==> src/rtl/a2d_pkg.sv <==
// Shared types and frame geometry for the A2D SPI responder.
package a2d_pkg;

  typedef enum logic {
    IDLE  = 1'b0,
    SHIFT = 1'b1
  } state_t;

  localparam int FRAME_BITS = 16;
  localparam int CH_MSB     = 13;
  localparam int CH_LSB     = 11;
  localparam int DATA_W     = 12;

endpackage

==> src/rtl/spi_edge_sync.sv <==
// Two-flop synchronizer for one SPI pin, plus rise/fall detection on the synchronized level.
module spi_edge_sync #(
  parameter logic RST_VAL = 1'b0
) (
  input  logic clk,
  input  logic rst_n,
  input  logic d,
  output logic rise,
  output logic fall
);

  logic meta_q, meta_d;
  logic sync_q, sync_d;
  logic prev_q, prev_d;

  // Next values for the synchronizer chain and the one-cycle-old copy used for edge detect
  always_comb begin
    meta_d = d;
    sync_d = meta_q;
    prev_d = sync_q;
  end

  // Chain flops reset to the pin's idle level so no false edge appears after reset
  always_ff @(posedge clk or negedge rst_n) begin
    if (!rst_n) begin
      meta_q <= RST_VAL;
      sync_q <= RST_VAL;
      prev_q <= RST_VAL;
    end else begin
      meta_q <= meta_d;
      sync_q <= sync_d;
      prev_q <= prev_d;
    end
  end

  assign rise = sync_q & ~prev_q;
  assign fall = ~sync_q & prev_q;

endmodule

==> src/rtl/a2d_spi_resp.sv <==
// SPI (mode 0) slave that emulates an A2D converter: answers each frame with the
// table entry of the channel commanded in the previous frame.
module a2d_spi_resp
  import a2d_pkg::*;
#(
  parameter logic [11:0] RST_VAL  = 12'h800,
  parameter int          MIN_HALF = 4
) (
  input  logic        clk,
  input  logic        rst_n,
  input  logic        SS_n,
  input  logic        SCLK,
  input  logic        MOSI,
  output logic        MISO,
  input  logic        wr_en,
  input  logic [2:0]  wr_chnnl,
  input  logic [11:0] wr_data,
  output logic [2:0]  chnnl_cmd,
  output logic        trans_done,
  output logic        frame_err
);

  // The synchronizers add 3 cycles of latency, so shorter SCLK half-periods are meaningless
  if (MIN_HALF < 3) begin : g_min_half_check
    $error("a2d_spi_resp: MIN_HALF must be at least 3");
  end

  logic ss_rise, ss_fall;
  logic sclk_rise, sclk_fall;

  spi_edge_sync #(.RST_VAL(1'b1)) u_ss_sync (
    .clk  (clk),
    .rst_n(rst_n),
    .d    (SS_n),
    .rise (ss_rise),
    .fall (ss_fall)
  );

  spi_edge_sync #(.RST_VAL(1'b0)) u_sclk_sync (
    .clk  (clk),
    .rst_n(rst_n),
    .d    (SCLK),
    .rise (sclk_rise),
    .fall (sclk_fall)
  );

  logic mosi_meta_q, mosi_meta_d;
  logic mosi_sync_q, mosi_sync_d;

  state_t                  state_q, state_d;
  logic [FRAME_BITS-1:0]   rx_q, rx_d;
  logic [FRAME_BITS-1:0]   tx_q, tx_d;
  logic [4:0]              cnt_q, cnt_d;
  logic [2:0]              chnnl_cmd_q, chnnl_cmd_d;
  logic                    trans_done_q, trans_done_d;
  logic                    frame_err_q, frame_err_d;
  logic [DATA_W-1:0]       tbl_q [8];
  logic [DATA_W-1:0]       tbl_d [8];

  // Frame FSM, shifters, channel latch and channel table next-state logic
  always_comb begin
    mosi_meta_d  = MOSI;
    mosi_sync_d  = mosi_meta_q;
    state_d      = state_q;
    rx_d         = rx_q;
    tx_d         = tx_q;
    cnt_d        = cnt_q;
    chnnl_cmd_d  = chnnl_cmd_q;
    trans_done_d = 1'b0;
    frame_err_d  = 1'b0;
    tbl_d        = tbl_q;
    if (wr_en) begin
      tbl_d[wr_chnnl] = wr_data;
    end
    case (state_q)
      IDLE: begin
        if (ss_fall) begin
          state_d = SHIFT;
          tx_d    = {{(FRAME_BITS - DATA_W){1'b0}}, tbl_d[chnnl_cmd_q]};
          cnt_d   = 5'd0;
        end
      end
      SHIFT: begin
        if (ss_rise) begin
          state_d = IDLE;
          if (cnt_q == 5'(FRAME_BITS)) begin
            chnnl_cmd_d  = rx_q[CH_MSB:CH_LSB];
            trans_done_d = 1'b1;
          end else begin
            frame_err_d = 1'b1;
          end
        end else if (sclk_rise) begin
          rx_d = {rx_q[FRAME_BITS-2:0], mosi_sync_q};
          if (cnt_q != 5'd31) begin
            cnt_d = cnt_q + 5'd1;
          end
        end else if (sclk_fall && (cnt_q != 5'd0)) begin
          tx_d = {tx_q[FRAME_BITS-2:0], 1'b0};
        end
      end
      default: state_d = IDLE;
    endcase
  end

  // All block state, cleared to idle with every table entry at its reset value
  always_ff @(posedge clk or negedge rst_n) begin
    if (!rst_n) begin
      mosi_meta_q  <= 1'b0;
      mosi_sync_q  <= 1'b0;
      state_q      <= IDLE;
      rx_q         <= '0;
      tx_q         <= '0;
      cnt_q        <= 5'd0;
      chnnl_cmd_q  <= 3'b000;
      trans_done_q <= 1'b0;
      frame_err_q  <= 1'b0;
      for (int i = 0; i < 8; i++) begin
        tbl_q[i] <= RST_VAL;
      end
    end else begin
      mosi_meta_q  <= mosi_meta_d;
      mosi_sync_q  <= mosi_sync_d;
      state_q      <= state_d;
      rx_q         <= rx_d;
      tx_q         <= tx_d;
      cnt_q        <= cnt_d;
      chnnl_cmd_q  <= chnnl_cmd_d;
      trans_done_q <= trans_done_d;
      frame_err_q  <= frame_err_d;
      for (int i = 0; i < 8; i++) begin
        tbl_q[i] <= tbl_d[i];
      end
    end
  end

  assign MISO       = (state_q == SHIFT) ? tx_q[FRAME_BITS-1] : 1'b0;
  assign chnnl_cmd  = chnnl_cmd_q;
  assign trans_done = trans_done_q;
  assign frame_err  = frame_err_q;

endmodule

==> config.mk <==
export PLATFORM = sky130hd
export DESIGN_NAME = a2d_spi_resp
export DESIGN_NICKNAME = d
export VERILOG_FILES = /design/src/rtl/a2d_pkg.sv /design/src/rtl/spi_edge_sync.sv /design/src/rtl/a2d_spi_resp.sv
export SDC_FILE = /design/constraint.sdc
export NUM_CORES = 1
export LEC_CHECK = 0
export CORE_MARGIN = 4
export CORE_UTILIZATION = 40
export CTS_BUF_LIST = sky130_fd_sc_hd__clkbuf_16
export DETAILED_ROUTE_END_ITERATION = 12
export MAX_ROUTING_LAYER = met4
export PLACE_DENSITY_LB_ADDON = 0.15
export SLEW_MARGIN = 30
export SYNTH_ARGS = -nofsm -noshare
export SYNTH_HDL_FRONTEND = slang
export SYNTH_SLANG_ARGS = --single-unit
==> constraint.sdc <==
create_clock -name clk -period 3.2 [get_ports clk]
set_input_delay 0.48 -clock clk [delete_from_list [all_inputs] [get_ports clk]]
set_output_delay 0.48 -clock clk [all_outputs]
set_load 0.05 [all_outputs]
After elaboration in Yosys (flattened, before gate mapping)
Cells that the tools add are included.

storage, ports and cells
  bits in registers = 145
  input port bits = 21
  output and inout port bits = 6
  word-level logic and storage cells = 81

operators by class
  add/subtract/negate cells = 1
  order comparisons = 3
  equal/unequal tests = 8
  mux-type cells = 27
  bitwise gates (word level) = 12
  reductions and logical operators = 7

operators with widths
  kind                                                                   count
  96-bit bitwise mux                                                     1
  96-bit 2-to-1 mux                                                      1
  16-bit 2-to-1 mux                                                      4
  12-bit binary-select mux with 3-bit select                             1
  12-bit demux with 3-bit select                                         1
  12-bit 2-to-1 mux                                                      3
  16-bit case mux with 2 select lines                                    1
  5-bit 2-to-1 mux                                                       4
  5-bit case mux with 2 select lines                                     1
  1-bit 2-to-1 mux                                                       9
  4-bit >= comparator (second input constant)                            2
  2-bit != test (second input constant)                                  4
  3-bit NOT with 4-bit output                                            2
  4-bit AND reduction                                                    2
  1-bit NOT                                                              6
  3-bit AND reduction                                                    2
  5-bit by 1-bit adder with 5-bit output (second input constant)         1
  5-bit equality test (second input constant)                            1
  5-bit != test (second input constant)                                  1
  5-bit nonzero test                                                     1
  1-bit AND                                                              4
  4-bit by 1-bit < comparator with 1-bit output (second input constant)  1
  2-bit by 1-bit != test with 1-bit output (second input constant)       2
  1-bit logical AND                                                      2
  1-bit case mux with 2 select lines                                     1

Logic depth before layout (Yosys ltp)
Gate-level depths: netlist of the first run.

  word-level depth = 12
  mapped depth = 8
  depth with buffers taken out = 7

Modules after synthesis
A second synthesis of the first run with hierarchy kept.

unflattened totals
  cells, all modules = 700
  area, all modules = 7349.5 um2

by module, submodules not included
  module                        times used  cells an instance  area each (um2)  sequential area each (um2)
  a2d_spi_resp                  1           690                7165.6           3488.3
  spi_edge_sync at u_ss_sync    1           5                  93.8             78.8
  spi_edge_sync at u_sclk_sync  1           5                  90.1             75.1

Worst setup path before layout of the first run
OpenSTA, ideal clock, no wires.

  kind = input to register
  from = input port wr_chnnl[2]
  to = register tx_q[11]
  library setup time = 0.126 ns
  arrival = 2.197 ns
  data required time = 3.074 ns
  slack = 0.877 ns
  stages on the path = 8
  buffers on the path = 3
  path through = buf_6 or4b_4 buf_6 and2_4 buf_6 a22o_1 o221a_1 a221o_1

on the way
  cells in the longest elaborated chain, start to end = 12
  elaborated cells between the ends (all ways) = 13
  classes of those cells = order compare: 2; mux: 9; bitwise: 1; reduce/logical: 1

ends and longest elaborated chain
  element                                                                                                     RTL line             source
  start, declared                                                                                             a2d_spi_resp.sv:16   input logic [2:0] wr_chnnl,
  3-bit NOT with 4-bit output (implied by the code) (*)                                                       a2d_spi_resp.sv:73   tbl_d[wr_chnnl] = wr_data;
  4-bit >= comparator (implied by the code) or 4-bit by 1-bit < comparator with 1-bit output (tied branches)  a2d_spi_resp.sv:73
  1-bit logical AND (implied by the code)                                                                     a2d_spi_resp.sv:73
  12-bit 2-to-1 mux (implied by the code)                                                                     a2d_spi_resp.sv:73
  12-bit demux with 3-bit select (*)                                                                          a2d_spi_resp.sv:73
  96-bit bitwise mux (*)                                                                                      a2d_spi_resp.sv:73
  96-bit 2-to-1 mux (*)                                                                                       a2d_spi_resp.sv:72   if (wr_en) begin
  12-bit binary-select mux with 3-bit select (*)                                                              a2d_spi_resp.sv:79   tx_d = {{(FRAME_BITS - DATA_W){1'b0}}, tbl_d[chnnl_cmd_q]};
  12-bit 2-to-1 mux (implied by the code) (*) (2 in series)                                                   a2d_spi_resp.sv:79
  16-bit 2-to-1 mux (*)                                                                                       a2d_spi_resp.sv:77   if (ss_fall) begin
  16-bit case mux with 2 select lines (*)                                                                     a2d_spi_resp.sv:75   case (state_q)
  end signal, assigned                                                                                        a2d_spi_resp.sv:125  tx_q <= tx_d;
  end, declared                                                                                               a2d_spi_resp.sv:52   logic [FRAME_BITS-1:0] tx_q, tx_d;

Every way passes the cells marked *; elsewhere a longest branch is shown, timed or not. The select of a mux whose other input is x is not followed.
A chain may end at the register's enable or synchronous reset.

Worst setup path after layout of the first run
  from = register chnnl_cmd_q[1], in the netlist chnnl_cmd[1]
  to = output port chnnl_cmd[1]

RTL lines
  element                 RTL line             source
  start, declared         a2d_spi_resp.sv:54   logic [2:0] chnnl_cmd_q, chnnl_cmd_d;
  start signal, assigned  a2d_spi_resp.sv:127  chnnl_cmd_q <= chnnl_cmd_d;
  end, declared           a2d_spi_resp.sv:18   output logic [2:0] chnnl_cmd,

No word-level cell between the ends.

==> results.cfg, run 1 <==
[grt]
grt_util_all_layers_pct = 19.3
grt_util_met1_pct = 25.6
overflow = 0
grt_pass1_wl_mm = 28.3
use_met2_pct = 29.8
grt_max_degree = 67
busiest_layer = met2
antenna_found_initial = 0
first_global_vias = 4992
grt_use_met3_pct = 3.83

[worst_setup_path]
worst_path_largest_cell_delay_ps = 900
endpoint_kind = output pin
crit_family = buffers and inverters
crit_buf_inv = 1
crit_path_max_fanout = 10
cp_num_cells = 1
crit_path_cell_trace = clkdlybuf4s50_1
rr_worst_depth = 5
crit_type = flop to output pin
crit_slowest_cell = clkdlybuf4s50_1
r2r-start = chnnl_cmd[1]
cp.required_ps = 2720
setup.worst_path.start = chnnl_cmd[1]
cp-start-kind = flop
worstPathArrival_ps = 1950

[clock_tree]
clock_latency_ps = 420
htreeDepth = 4
cts.clk_slew.worst_paths_ps = 60
cts.path.max_buffers = 2
clock-sinks = 145
cts_tree = built
ctsResizeCount = 0
clock-root-buffer = clkbuf_16
post-cts-setup-buffers = 0
hold_buffers = 0
numCtsBuffers = 17

[pwr]
p_sw_mw = 1.36
pwr-share-comb_pct = 16.6
clkPwrFrac_pct = 37.6
p_sw_share_pct = 25.3
p_per_area_mw_per_mm2 = 666
power.internal_mw = 4.01
vdd_ir_drop_max_mv = 0.421
cellLeakagePower_nw = 3.45
power.share.sequential_pct = 45.8

[yosys]
synth_adder_area_share_pct = 0.546
ys_seq_elements = 145
netlist_area_mm2 = 0.00688
synthFlopType = dfrtp_1
yosys-top-cells-area = dfrtp_1, mux2_2, dfstp_2, nand2_1, clkbuf_1
synth_edf_count = 0
yosysTopAreaCell = dfrtp_1
synthMuxAreaShare_pct = 19.9
synth_compound_area_share_pct = 12.3
synth_nets = 597
synth_top_family_by_area = multiplexers
ys_seq_area_share_pct = 53.0
async_flop_share_pct = 100
synth_xor_area_share_pct = 0.509
yosys.area.top_type_share_pct = 48.8
syn_area_per_cell_um2 = 12.0
syn-instance-count = 573
yosys.area_share.simple_pct = 9.97
yosys_warnings = 0
synth_cell_types = 55

[drt]
ant_nets = 0
first_pass_iters = 4
vias = 4658
drc = 0
wirelength_mm = 17.1
wl_per_cell_um = 20.6
viasPerCell = 5.59
first_iter_violations = 320

[hold_path]
worstHoldPathType = primary input to asynchronous set/reset pin

[floorplanning]
die_area_mm2 = 0.0194
die_w_um = 139
boundaryPins = 27
start_util_pct = 41.2
placeableCoreArea_mm2 = 0.0167
rows = 47
die_h_um = 139

[final_layout]
layout_common_cells = dfrtp_1, mux2_2, nand2_1
fin_area_mm2 = 0.00806
nNetsFinal = 624
n_antenna_cell = 0
drive_above_1_share_pct = 31.5
nFillCells = 1508
area_growth_syn_to_layout_pct = 17.2
layout_commonest_cell = dfrtp_1

[placement]
dp_hpwl_mm = 12.0
placed_cell_area_mm2 = 0.00746
place.gp.congestion = 0.842
io_buffers = 26

[sta]
rsz0062_at_grt = false
fmaxAchievable_mhz = 412
final_max_slew_viol_count = 0
maxSlewHeadroom_pct = 64.0
tightest_slew_ps = 540
period_needed_ps = 2430
timing.hold.ws_ps = -2.30
finalHoldViolCount = 3
setup-violations-final = 0
min_period_over_period_pct = 75.9
tns_ps = 0
skew_ps = 7.46

[status]
status = finished, violations left
failed_checks = hold timing

[run]
maxCapViolCount = 0
==> stage by stage <==
stage	total power, mW	util [%]	setup slack [ps]	hold WS [ps]	instances
finish	5.37	48.3	770	-2.30	833
global route	5.65	48.3	650	24.7	833
CTS	5.42	48.3	730	4.60	833
floorplan	3.07	-	877	184	573
global placement	3.34	44.7	367	335	801
detailed placement	3.38	44.7	358	339	801
==> power groups by stage <==
stage,sequential [mW],combinational (mW),clock [mW]
final,2.46,0.890,2.02
after global routing,2.51,0.994,2.15
after CTS,2.46,0.896,2.06
after detailed placement,2.49,0.891,0
after global placement,2.47,0.867,0
after floorplan,2.42,0.653,0
==> cell usage after synthesis, types with 9 or more instances <==
cell type  count
a221oi_1      12
a22o_1        13
a22oi_1       11
clkbuf_1      39
dfrtp_1      134
dfstp_2       11
inv_1         10
mux2_2       117
nand2_1       52
nand3_1       13
nor2_1         9
o21ai_0       21
o221ai_1      12
o31ai_1       11
or3_1          9
==> cell type report <==
| cell class | instances | area, um2 | share of cell area, % |
|---|---|---|---|
| Clock buffer | 17 | 425 | 5.28 |
| Clock inverter | 15 | 176 | 2.19 |
| Inverter | 11 | 41.3 | 0.512 |
| Multi-Input combinational cell | 366 | 2980 | 37.0 |
| Sequential cell | 145 | 3640 | 45.2 |
| Tap cell | 220 | 275 | 3.41 |
| Timing Repair Buffer | 59 | 522 | 6.47 |
==> routing by layer <==
layer  vias to the layer above  share of wire [%]  wire, um
met4                         0                1.8       316
li1                       2171                  -         -
met3                        26                4.0       691
met1                      2376                 47      8030
met5                         -                  0         0
met2                        85                 47      8110
==> kinds of logic after synthesis <==
group,after synthesis
DFF,145
and+or+nand+nor,126
muxes,122
AOI/OAI and AO/OA,111
buffers and inverters,62
xor gates and xnor gates,4
adders and majority gates,3
==> final timing paths <==
check | endpoint | slack (ps)
max | chnnl_cmd[1] | 770
min | tbl_q[2] | -2
max reg2reg | tx_q[8] | 910
min reg2reg | u_sclk_sync.prev_d | 350
max in group asynchronous | tbl_q[23] | 2360
min in group clk | u_sclk_sync.prev_d | 350
==> registers in the layout (all words and copies together) (netlist names), 3 cells and up <==
signal     flops
tbl_q         96
tx_q          16
rx_q          14
cnt_q          5
chnnl_cmd      3
Note: power is estimated with default switching activity, not from simulation.
==> run 2, diff against run 1 <==
==> constraint.sdc (replaced) <==
create_clock -name clk -period 2.45 [get_ports clk]
set_input_delay 0.3675 -clock clk [delete_from_list [all_inputs] [get_ports clk]]
set_output_delay 0.3675 -clock clk [all_outputs]
set_load 0.05 [all_outputs]
==> results.cfg, run 2 (synthesis gave the netlist of run 1 again) <==
[drt]
first_pass_iters = 5
wl_per_cell_um = 20.6
drc = 0
viasPerCell = 5.64
first_iter_violations = 372
wirelength_mm = 18.0
ant_nets = 0
vias = 4923

[sta]
maxSlewHeadroom_pct = 65.0
rsz0062_at_grt = false
final_max_slew_viol_count = 0
setup-violations-final = 0
timing.hold.ws_ps = 348
min_period_over_period_pct = 92.2
finalHoldViolCount = 0
layout_setup_ws_ps = 190
skew_ps = 6.59
period_needed_ps = 2260
fmaxAchievable_mhz = 442
tightest_slew_ps = 526

[clock_tree]
ctsResizeCount = 0
numCtsBuffers = 17
clock_latency_ps = 420
cts.clk_slew.worst_paths_ps = 60
cts.path.max_buffers = 2
cts_tree = built
clock-sinks = 145
htreeDepth = 4
clock-root-buffer = clkbuf_16

[worst_setup_path]
r2r-start = u_ss_sync.prev_d
r2r-end = tx_q[5]
setup.worst_path.start = wr_chnnl[0]
cp.required_ps = 2740
cp-endpoint = tx_q[3]
crit_path_max_fanout = 8
worstPathArrival_ps = 2550
rr_worst_depth = 7
crit_type = primary input to flop
r2r_setup_slack_ps = 380
cp-start-kind = primary input
endpoint_kind = flop

[floorplanning]
die_h_um = 139
die_w_um = 139
boundaryPins = 27
die_area_mm2 = 0.0194
placeableCoreArea_mm2 = 0.0167
rows = 47
start_util_pct = 41.2

[placement]
place_ws_ps = -250
dp_hpwl_mm = 12.8
io_buffers = 26
place.gp.congestion = 0.921
placed_cell_area_mm2 = 0.00775

[final_layout]
top_regs = tbl_q (96), tx_q (16), rx_q (14)
largest_register_ff_count = 96
regMostFlops = tbl_q
drive_above_1_share_pct = 36.1
fin_area_mm2 = 0.00838
layout_common_cells = dfrtp_1, mux2_2, buf_4
area_growth_syn_to_layout_pct = 21.9
layout_commonest_cell = dfrtp_1
n_antenna_cell = 0
nNetsFinal = 664

[run]
maxCapViolCount = 0

[pwr]
p_per_area_mw_per_mm2 = 857
cellLeakagePower_nw = 3.66
vdd_ir_drop_max_mv = 0.520

[grt]
antenna_found_initial = 0
grt_pass1_wl_mm = 28.6
grt_util_all_layers_pct = 19.6
overflow = 0
grt_max_degree = 54
first_global_vias = 5095

[hold_path]
worstHoldPathType = flop to flop
hold_path.startpoint = mosi_meta_q

[status]
status = completed
run 2: worst min path at each step:
| stage | endpoint | slack, ps | cells past startpoint |
|---|---|---|---|
| 3_3_place_gp | u_sclk_sync.prev_d | 340 | 0 |
| 3_5_place_dp | mosi_sync_q | 340 | 0 |
| 4_1_cts | mosi_sync_q | 350 | 0 |
| 5_1_grt | mosi_sync_q | 360 | 0 |
| 2_1_floorplan | chnnl_cmd[0] | 70 | 0 |
| 6_report | mosi_sync_q | 350 | 0 |
run 2: critical path: stages:
cell and delay [ps]:
clkdlybuf4s50_1 540, nand4b_1 380, and2_1 400, buf_4 220, a221oi_1 280, a22o_1 250, o21ai_0 110
run 2: power breakdown:
group	internal (mW)	leakage [nW]	switching, mW
registers	2.94	1.78	0.282
clock network	1.78	0.315	0.985
logic	0.643	1.57	0.549
run 2: metrics by stage:
stage          std cells  util [%]  total power [mW]  setup TNS (ps)
2_1_floorplan        573         -              4.01               0
4_1_cts              873      50.2              7.24               0
3_5_place_dp         840      46.4              4.45           -1800
5_1_grt              873      50.2              7.52               0
6_report             873      50.2              7.18               0
3_3_place_gp         840      46.4              4.40           -1500
run 2: final cells by class:
class / instances / area [um2]
inverter: 11 / 41.3
clock buffer: 17 / 425
tap: 220 / 275
sequential: 145 / 3640
clock inverter: 15 / 200
fill: 1474 / 8320
timing repair buffer: 99 / 817
multi-input combinational: 366 / 2980
run 2: per-layer routing:
metal / up-vias / wire length (um) / track usage, %
met3: 28 / 734 / 3.34
met5: - / 0 / -
met1: 2491 / 7990 / 24.8
met4: 0 / 325 / 6.90
li1: 2243 / - / -
met2: 161 / 8900 / 31.9
run 2: timing repair:
| action | in CTS | in global routing |
|---|---|---|
| setup endpoints to repair | 0 | 0 |
| setup buffers | 0 | 0 |
| hold buffers | 1 | 0 |
| endpoints found under the hold margin | 42 | 0 |
==> run 3, diff against run 2 <==
--- a/config.mk
+++ b/config.mk
@@ -11,6 +11,7 @@
 export DETAILED_ROUTE_END_ITERATION = 12
 export MAX_ROUTING_LAYER = met4
 export PLACE_DENSITY_LB_ADDON = 0.15
+export REMOVE_ABC_BUFFERS = 1
 export SLEW_MARGIN = 30
 export SYNTH_ARGS = -nofsm -noshare
 export SYNTH_HDL_FRONTEND = slang
==> results.cfg, run 3 (synthesis gave the netlist of run 1 again) <==
[worst_setup_path]
cp-endpoint = chnnl_cmd[2]
crit_buf_inv = 1
cp.required_ps = 2080
endpoint_kind = output pin
crit_path_cell_trace = clkdlybuf4s50_1
setup.worst_path.start = chnnl_cmd[2]
r2r_setup_slack_ps = 280
r2r-start = chnnl_cmd[0]
r2r-end = tx_q[5]
crit_slowest_cell = clkdlybuf4s50_1
rr_worst_depth = 5
crit_family = buffers and inverters
cp_num_cells = 1
worstPathArrival_ps = 1870
crit_path_max_fanout = 8
worst_path_largest_cell_delay_ps = 890
cp-start-kind = flop
crit_type = flop to output pin

[final_layout]
layout_common_cells = dfrtp_1, mux2_2, buf_4
largest_register_ff_count = 96
nNetsFinal = 657
drive_above_1_share_pct = 36.1
area_growth_syn_to_layout_pct = 20.2
n_antenna_cell = 0
regMostFlops = tbl_q
multiInputGateArea_mm2 = 0.00298
final_util_pct = 49.5
layout_commonest_cell = dfrtp_1
regArea_mm2 = 0.00364
top_regs = tbl_q (96), tx_q (16), rx_q (14)
fin_area_mm2 = 0.00827
nFillCells = 1537

[sta]
tightest_slew_ps = 514
min_period_over_period_pct = 91.5
skew_ps = 9.54
layout_setup_ws_ps = 209
period_needed_ps = 2240
finalHoldViolCount = 0
maxSlewHeadroom_pct = 65.7
rsz0062_at_grt = false
final_max_slew_viol_count = 0
setup-violations-final = 0
fmaxAchievable_mhz = 446

[pwr]
power.internal_mw = 4.91
p_per_area_mw_per_mm2 = 826
vdd_ir_drop_max_mv = 0.503
p_sw_share_pct = 28.1
cellLeakagePower_nw = 3.59
pwr-share-comb_pct = 17.4
power.share.sequential_pct = 47.0
p_sw_mw = 1.92
clkPwrFrac_pct = 35.5

[drt]
first_iter_violations = 326
drc = 0
ant_nets = 0
vias = 4890
first_pass_iters = 5
viasPerCell = 5.65
wirelength_mm = 17.6
wl_per_cell_um = 20.4

[clock_tree]
cts_tree = built
clock_latency_ps = 430
htreeDepth = 4
cts.clk_slew.worst_paths_ps = 60
clock-sinks = 145
cts.path.max_buffers = 2
numCtsBuffers = 17
clock-root-buffer = clkbuf_16
ctsResizeCount = 0

[grt]
antenna_found_initial = 0
grt_util_all_layers_pct = 19.8
overflow = 0
first_global_vias = 5085
grt_max_degree = 53
grt_pass1_wl_mm = 29.2

[floorplanning]
placeableCoreArea_mm2 = 0.0167
rows = 47
die_h_um = 139
start_util_pct = 41.2
boundaryPins = 27
die_w_um = 139
die_area_mm2 = 0.0194

[hold_path]
worstHoldPathType = flop to flop

[placement]
place_ws_ps = -201
dp_hpwl_mm = 12.8
io_buffers = 26
placed_cell_area_mm2 = 0.00771
place.gp.congestion = 0.838

[status]
status = completed

[run]
maxCapViolCount = 0
## run 3: cell count changes in the layout (fill, tap and decap cells not counted), moves of 2 or more
cell | previous run | this run
inv_6 | 0 | 6
bufinv_16 | 5 | 0
inv_1 | 13 | 10
clkinv_4 | 1 | 3
inv_8 | 0 | 2
buf_4 | 74 | 66
clkinv_2 | 3 | 1
## run 3: per-layer routing
layer  up-vias  GRT usage (%)  part of all wire, %
met5         -              -                    0
met4         0           4.99                  1.5
met3        22           4.52                  5.5
met2       110           29.6                   46
met1      2519           27.5                   47
li1       2239              -                    -
## run 3: how the worst min path moves through the flow
stage | cells after the start | endpoint | slack, ps | startpoint
after floorplan | 0 | chnnl_cmd[0] | 70 | rst_n
after global placement | 0 | mosi_sync_q | 340 | mosi_meta_q
after detailed placement | 0 | mosi_sync_q | 330 | mosi_meta_q
after CTS | 0 | mosi_sync_q | 350 | mosi_meta_q
after global routing | 1 | u_ss_sync.meta_q | 350 | SS_n
final | 0 | mosi_sync_q | 350 | mosi_meta_q
## run 3: through the flow
step                instances  hold slack (ps)  power (mW)  TNS (ps)
CTS                       866              350        6.88         0
finish                    866              348        6.82         0
global route              866              348        7.20         0
floorplan                 522             71.9        3.97     -3100
detailed placement        833              335        4.44     -1250
global placement          833              339        4.39      -816
## run 3: layout make-up
class / instances / share of cell area [%]
clock buffer: 17 / 5.15
inverter: 11 / 0.499
tap: 220 / 3.33
clock inverter: 15 / 1.51
timing repair buffer: 92 / 9.40
multi-input combinational: 366 / 36.1
sequential: 145 / 44.1
## run 3: what timing repair did
| action | CTS | global route |
|---|---|---|
| hold buffers | 1 | 0 |
| hold endpoints to repair | 49 | 0 |
| setup buffers | 0 | 0 |
## run 3: power by group through the flow
stage	combinational [mW]	sequential [mW]	clock [mW]
final	1.19	3.21	2.42
after detailed placement	1.19	3.25	0
after CTS	1.20	3.21	2.48
after global routing	1.33	3.27	2.61
after floorplan	0.807	3.16	0
after global placement	1.15	3.23	0
